`src/rtl/double_buffer_reader.sv`:
```
// Reads each freshly filled double-buffer half and re-emits it as a framed valid/ready stream.
// A small skid FIFO absorbs downstream backpressure while RAM reads are still in flight.
module double_buffer_reader #(
  parameter int DATA_WIDTH      = 16,
  parameter int SAMPLES_PER_BUF = 256,
  parameter int ADDR_WIDTH      = $clog2(SAMPLES_PER_BUF),
  parameter int FIFO_DEPTH      = 4
) (
  input  logic                  clk_i,
  input  logic                  rst_ni,
  input  logic                  buf_ready_pulse_i,
  input  logic                  buf_ready_id_i,
  output logic                  rd_en_o,
  output logic [ADDR_WIDTH-1:0] rd_addr_o,
  input  logic [DATA_WIDTH-1:0] rd_data_i,
  input  logic                  rd_data_valid_i,
  output logic                  out_valid_o,
  input  logic                  out_ready_i,
  output logic [DATA_WIDTH-1:0] out_data_o,
  output logic                  out_last_o,
  output logic                  out_buf_id_o,
  output logic                  busy_o,
  output logic                  overrun_pulse_o,
  output logic [15:0]           overrun_count_o
);

  localparam int CW = $clog2(FIFO_DEPTH + 1);
  localparam int PW = $clog2(FIFO_DEPTH);
  localparam logic [ADDR_WIDTH-1:0] LAST_ADDR = ADDR_WIDTH'(SAMPLES_PER_BUF - 1);
  localparam logic [CW:0]           DEPTH_W   = (CW+1)'(FIFO_DEPTH);
  localparam logic [PW-1:0]         PTR_MAX   = PW'(FIFO_DEPTH - 1);

  typedef enum logic [1:0] {IDLE, READ, DRAIN} state_t;

  state_t                state_reg, state_next;
  logic [ADDR_WIDTH-1:0] addr_reg, addr_next;
  logic                  rd_en_reg, rd_en_next;
  logic [ADDR_WIDTH-1:0] rd_addr_reg, rd_addr_next;
  logic [1:0]            inflight_reg, inflight_next;
  logic [CW-1:0]         fifo_count_reg, fifo_count_next;
  logic [PW-1:0]         wr_ptr_reg, rd_ptr_reg;
  logic                  frame_id_reg, frame_id_next;
  logic                  pending_reg, pending_next;
  logic                  pending_id_reg, pending_id_next;
  logic                  overrun_pulse_reg;
  logic [15:0]           overrun_count_reg;

  logic [DATA_WIDTH-1:0] data_mem [FIFO_DEPTH];
  logic                  last_mem [FIFO_DEPTH];

  logic        busy, overrun, push, pop, push_last, room, drain_done, start, start_id;
  logic [CW:0] occupancy;

  assign busy      = (state_reg != IDLE);
  assign overrun   = buf_ready_pulse_i && busy;
  assign push      = rd_data_valid_i && (inflight_reg != 2'd0);
  assign pop       = (fifo_count_reg != '0) && out_ready_i;
  // Reads return in order, so the push that empties inflight during DRAIN is the final address.
  assign push_last = (state_reg == DRAIN) && (inflight_reg == 2'd1);
  assign occupancy = {1'b0, fifo_count_reg} + (CW+1)'(inflight_reg);
  assign room      = occupancy < DEPTH_W;
  // Exit on the cycle the last beat leaves so busy drops right after it.
  assign drain_done = (inflight_reg == 2'd0) &&
                      ((fifo_count_reg == '0) || ((fifo_count_reg == CW'(1)) && pop));
  assign start_id  = buf_ready_pulse_i ? buf_ready_id_i : pending_id_reg;

  always_comb begin
    state_next      = state_reg;
    addr_next       = addr_reg;
    rd_en_next      = 1'b0;
    rd_addr_next    = rd_addr_reg;
    frame_id_next   = frame_id_reg;
    pending_next    = pending_reg;
    pending_id_next = pending_id_reg;
    start           = 1'b0;

    if (overrun) begin
      pending_next    = 1'b1;
      pending_id_next = buf_ready_id_i;
    end

    case (state_reg)
      IDLE: start = buf_ready_pulse_i || pending_reg;
      READ: begin
        if (room) begin
          rd_en_next   = 1'b1;
          rd_addr_next = addr_reg;
          if (addr_reg == LAST_ADDR) state_next = DRAIN;
          else                       addr_next  = addr_reg + ADDR_WIDTH'(1);
        end
      end
      DRAIN: begin
        if (drain_done) begin
          if (pending_reg || buf_ready_pulse_i) start      = 1'b1;
          else                                  state_next = IDLE;
        end
      end
      default: state_next = IDLE;
    endcase

    // Frame entry issues address 0 immediately; the FIFO and pipeline are empty here.
    if (start) begin
      state_next    = READ;
      frame_id_next = start_id;
      pending_next  = 1'b0;
      rd_en_next    = 1'b1;
      rd_addr_next  = '0;
      addr_next     = ADDR_WIDTH'(1);
    end
  end

  always_comb begin
    inflight_next = inflight_reg;
    case ({rd_en_next, push})
      2'b10:   inflight_next = inflight_reg + 2'd1;
      2'b01:   inflight_next = inflight_reg - 2'd1;
      default: inflight_next = inflight_reg;
    endcase
    fifo_count_next = fifo_count_reg;
    case ({push, pop})
      2'b10:   fifo_count_next = fifo_count_reg + CW'(1);
      2'b01:   fifo_count_next = fifo_count_reg - CW'(1);
      default: fifo_count_next = fifo_count_reg;
    endcase
  end

  always_ff @(posedge clk_i or negedge rst_ni) begin
    if (!rst_ni) begin
      state_reg         <= IDLE;
      addr_reg          <= '0;
      rd_en_reg         <= 1'b0;
      rd_addr_reg       <= '0;
      inflight_reg      <= 2'd0;
      fifo_count_reg    <= '0;
      wr_ptr_reg        <= '0;
      rd_ptr_reg        <= '0;
      frame_id_reg      <= 1'b0;
      pending_reg       <= 1'b0;
      pending_id_reg    <= 1'b0;
      overrun_pulse_reg <= 1'b0;
      overrun_count_reg <= 16'd0;
    end else begin
      state_reg         <= state_next;
      addr_reg          <= addr_next;
      rd_en_reg         <= rd_en_next;
      rd_addr_reg       <= rd_addr_next;
      inflight_reg      <= inflight_next;
      fifo_count_reg    <= fifo_count_next;
      frame_id_reg      <= frame_id_next;
      pending_reg       <= pending_next;
      pending_id_reg    <= pending_id_next;
      overrun_pulse_reg <= overrun;
      if (overrun && (overrun_count_reg != 16'hFFFF))
        overrun_count_reg <= overrun_count_reg + 16'd1;
      if (push) wr_ptr_reg <= (wr_ptr_reg == PTR_MAX) ? '0 : wr_ptr_reg + PW'(1);
      if (pop)  rd_ptr_reg <= (rd_ptr_reg == PTR_MAX) ? '0 : rd_ptr_reg + PW'(1);
    end
  end

  always_ff @(posedge clk_i) begin
    if (push) begin
      data_mem[wr_ptr_reg] <= rd_data_i;
      last_mem[wr_ptr_reg] <= push_last;
    end
  end

  assign rd_en_o         = rd_en_reg;
  assign rd_addr_o       = rd_addr_reg;
  assign out_valid_o     = (fifo_count_reg != '0);
  assign out_data_o      = out_valid_o ? data_mem[rd_ptr_reg] : '0;
  assign out_last_o      = out_valid_o && last_mem[rd_ptr_reg];
  assign out_buf_id_o    = frame_id_reg;
  assign busy_o          = busy;
  assign overrun_pulse_o = overrun_pulse_reg;
  assign overrun_count_o = overrun_count_reg;

endmodule

```
`config.mk`:
```
export PLATFORM = sky130hd
export DESIGN_NAME = double_buffer_reader
export DESIGN_NICKNAME = d
export VERILOG_FILES = /design/src/rtl/double_buffer_reader.sv
export SDC_FILE = /design/constraint.sdc
export NUM_CORES = 1
export LEC_CHECK = 0
export ABC_AREA = 1
export CAP_MARGIN = 20
export CELL_PAD_IN_SITES_DETAIL_PLACEMENT = 1
export CELL_PAD_IN_SITES_GLOBAL_PLACEMENT = 1
export CORE_MARGIN = 1.5
export CORE_UTILIZATION = 43
export DETAILED_ROUTE_END_ITERATION = 6
export PLACE_DENSITY = 0.88
export SETUP_SLACK_MARGIN = 0.1
export SLEW_MARGIN = 20
export SYNTH_ARGS = -nofsm -noshare
export SYNTH_HDL_FRONTEND = slang
export SYNTH_SLANG_ARGS = --single-unit
```
`constraint.sdc`:
```
create_clock -name clk_i -period 3.1 [get_ports clk_i]
set_clock_uncertainty 0.2 [all_clocks]
set_input_delay 0.62 -clock clk_i [delete_from_list [all_inputs] [get_ports clk_i]]
set_output_delay 0.62 -clock clk_i [all_outputs]
set_load 0.02 [all_outputs]
```
==> metrics.txt <==
Primary FF master, synth edfxtp_1; Max VDD drop 0.000404 V; GRT Overall Usage 22.2%; largest cells by area after synthesis edfxtp_1, dfrtp_1, nor2_1, nand2_1, o21ai_0; Synth cell types 32; fraction of layout cells with a size suffix above 1 10.4%; # DRC 0; first-pass GRT wire length 21900 µm; die area 13000 µm²; Final ANT Viol Nets 0; clock sink count 116; diode count 0; FP Rows 40; Comb power frac 38.0%; EDFF count, synth 68; most frequent cell after synthesis nor2_1; max-slew violation count 0; Post-Synth Adder-Cell Area 3.78%; CTS buffer count 17; internal power 4.21 mW; clock share of power 28.9%; ys async rst share 41.4%; Die X 114 µm; Storage cell area 3240 µm²; number of flip-flops under the largest register name 64; crit end category output port; Mean Syn Cell Area 9.87 µm²; syn nets 575; slew margin rel. 61.6%; area of the multi-input gates 1750 µm²; drt pass-1 iters 4; clock root cell clkbuf_16; DR iter-0 viols 146; clock transition at the registers of the reported paths 60 ps; Synth top area share 38.5%; via count 4076; # setup viols final 0; Ports 68; fin util 56.3%; Worst EP required 2280 ps; min Tclk post-route 2880 ps; Seq/Total Area, Yosys 61.2%; multiplexer area fraction after synthesis 0%; cell taking the most area after synthesis edfxtp_1; Fin Hold WS 3.70 ps; switching share of power 37.8%; Die Y 114 µm; critical path type register to output port; sequential power share 33.1%; LEAKAGE 2.89 nW; PD cells 1000 nW/µm²; initial antenna violation count 0; Routed WL 13600 µm; number of global-route vias before repair 4434; Final Hold Vio Count 0; CTS tree done; Synth Area in Simple Gates 18.2%; Power Total 6.77 mW; Vias per Instance 5.22; Commonest cells post-synth nor2_1, nand2_1, edfxtp_1; # fillers 1335; post-synthesis cell count 537; clock latency on the worst-skew pair 410 ps; CP Launch Type register; Synth Area in XOR/XNOR 2.31%; sum of negative setup slack 0 ps; max cap viols 0; Initial Util 44.1%; Synth Area in Compound Gates 8.64%; RSZ-0062 raised after global routing false; Largest Register data_mem; final net count 659; post-route setup slack 223 ps; Hold Path Class input port to async pin; fmax 0.348 GHz; DP HPWL 8680 µm; largest net degree at the start of global routing 36; crit path DAT 2060 ps; Port Buffer Count 67; CTS Buffer Depth 2; pre-CTS setup slack 316 ps; Synth Cell Area 5300 µm²; Area growth, synth to finish 27.5%; core footprint 12000 µm²; FF+latch count, synth 116; post-route clock period utilization 92.8%; Yosys warnings 0; Reg2Reg Depth 11; GRT overflow 0; Slew @ Worst Pin 574 ps; Routability Congestion 0.791; status completed; largest family of logic cells by synthesized area simple AND/OR/NAND/NOR gates; sw power 2.56 mW; H-tree levels 4; Max FO, Critical Path 9; per-cell routed wire length 17.4 µm
power by group through the flow:
stage / sequential (mW) / combinational (mW) / clock, mW
finish: 2.24 / 2.57 / 1.96
global route: 2.28 / 2.85 / 2.06
CTS: 2.24 / 2.57 / 1.99
detailed placement: 2.25 / 2.65 / 0
global placement: 2.23 / 2.51 / 0
floorplan: 2.30 / 1.52 / 0
metal layers:
| metal | global-route usage, % | vias up | routed length (µm) |
|---|---|---|---|
| met1 | 25.5 | 2038 | 5720 |
| met5 | 0 | - | 0 |
| met4 | 7.83 | 0 | 222 |
| met2 | 40.0 | 87 | 7210 |
| li1 | - | 1930 | - |
| met3 | 5.63 | 21 | 421 |
per-stage QoR:
step	cell area, µm²	instances
floorplan	5300	537
finish	6760	781
detailed placement	6150	747
global placement	6150	747
global route	6760	781
CTS	6730	779
critical path, cell delays in order, from the launching register on:
cell,delay [ps]
dfrtp_1,430
inv_1,90
ha_1,200
inv_1,70
nor2_1,50
buf_6,140
buf_4,170
a21oi_1,130
dlygate4sd2_1,350
cell families after synthesis:
family,after synthesis
flip-flops,116
adder cells (fa/ha/maj),16
buffers and inverters,75
XOR/XNOR,14
AO/OA/AOI/OAI,87
AND/OR/NAND/NOR,229
worst paths after layout:
kind / slack [ps] / start / end
max: 220 / fifo_count_reg[0]$_DFFE_PN0P_ / out_data_o[1]
min: 4 / rst_ni / addr_reg[3]$_DFFE_PN0P_
max reg2reg: 680 / fifo_count_reg[0]$_DFFE_PN0P_ / fifo_count_reg[2]$_DFFE_PN0P_
min reg2reg: 270 / out_buf_id_o$_DFFE_PN0P_ / out_buf_id_o$_DFFE_PN0P_
max in group asynchronous: 2420 / rst_ni / overrun_count_o[14]$_DFFE_PN0P_
min in group clk_i: 270 / out_buf_id_o$_DFFE_PN0P_ / out_buf_id_o$_DFFE_PN0P_
cell usage in the layout (no fill, tap or decap), drive strengths merged, types with 3 or more instances in the layout:
cell,Yosys,routed
edfxtp,68,68
clkinvlp,0,5
clkinv,1,6
nor2,106,106
inv,59,59
buf,10,14
xnor2,8,8
nand2,93,93
o21ai,64,64
dlygate4sd2,0,17
nand3,14,14
clkdlybuf4s50,0,49
xor2,6,6
nor3,8,8
clkbuf,5,19
dfrtp,48,48
nand4,6,6
bufinv,0,3
a21oi,23,23
ha,16,16
area by class of cell:
type / instances / share of cell area (%)
Tap cell: 147 / 2.72
Timing Repair Buffer: 80 / 11.2
Clock inverter: 13 / 2.37
Clock buffer: 19 / 6.41
Multi-Input combinational cell: 346 / 25.8
Inverter: 60 / 3.43
Sequential cell: 116 / 48.0
timing repair:
action,4_1_cts,5_1_grt
setup endpoints to repair,17,2
resized for setup,20,1
hold buffers,0,0
cloned,0,0
setup buffers,0,2
Power figures use the tool's default switching activity.
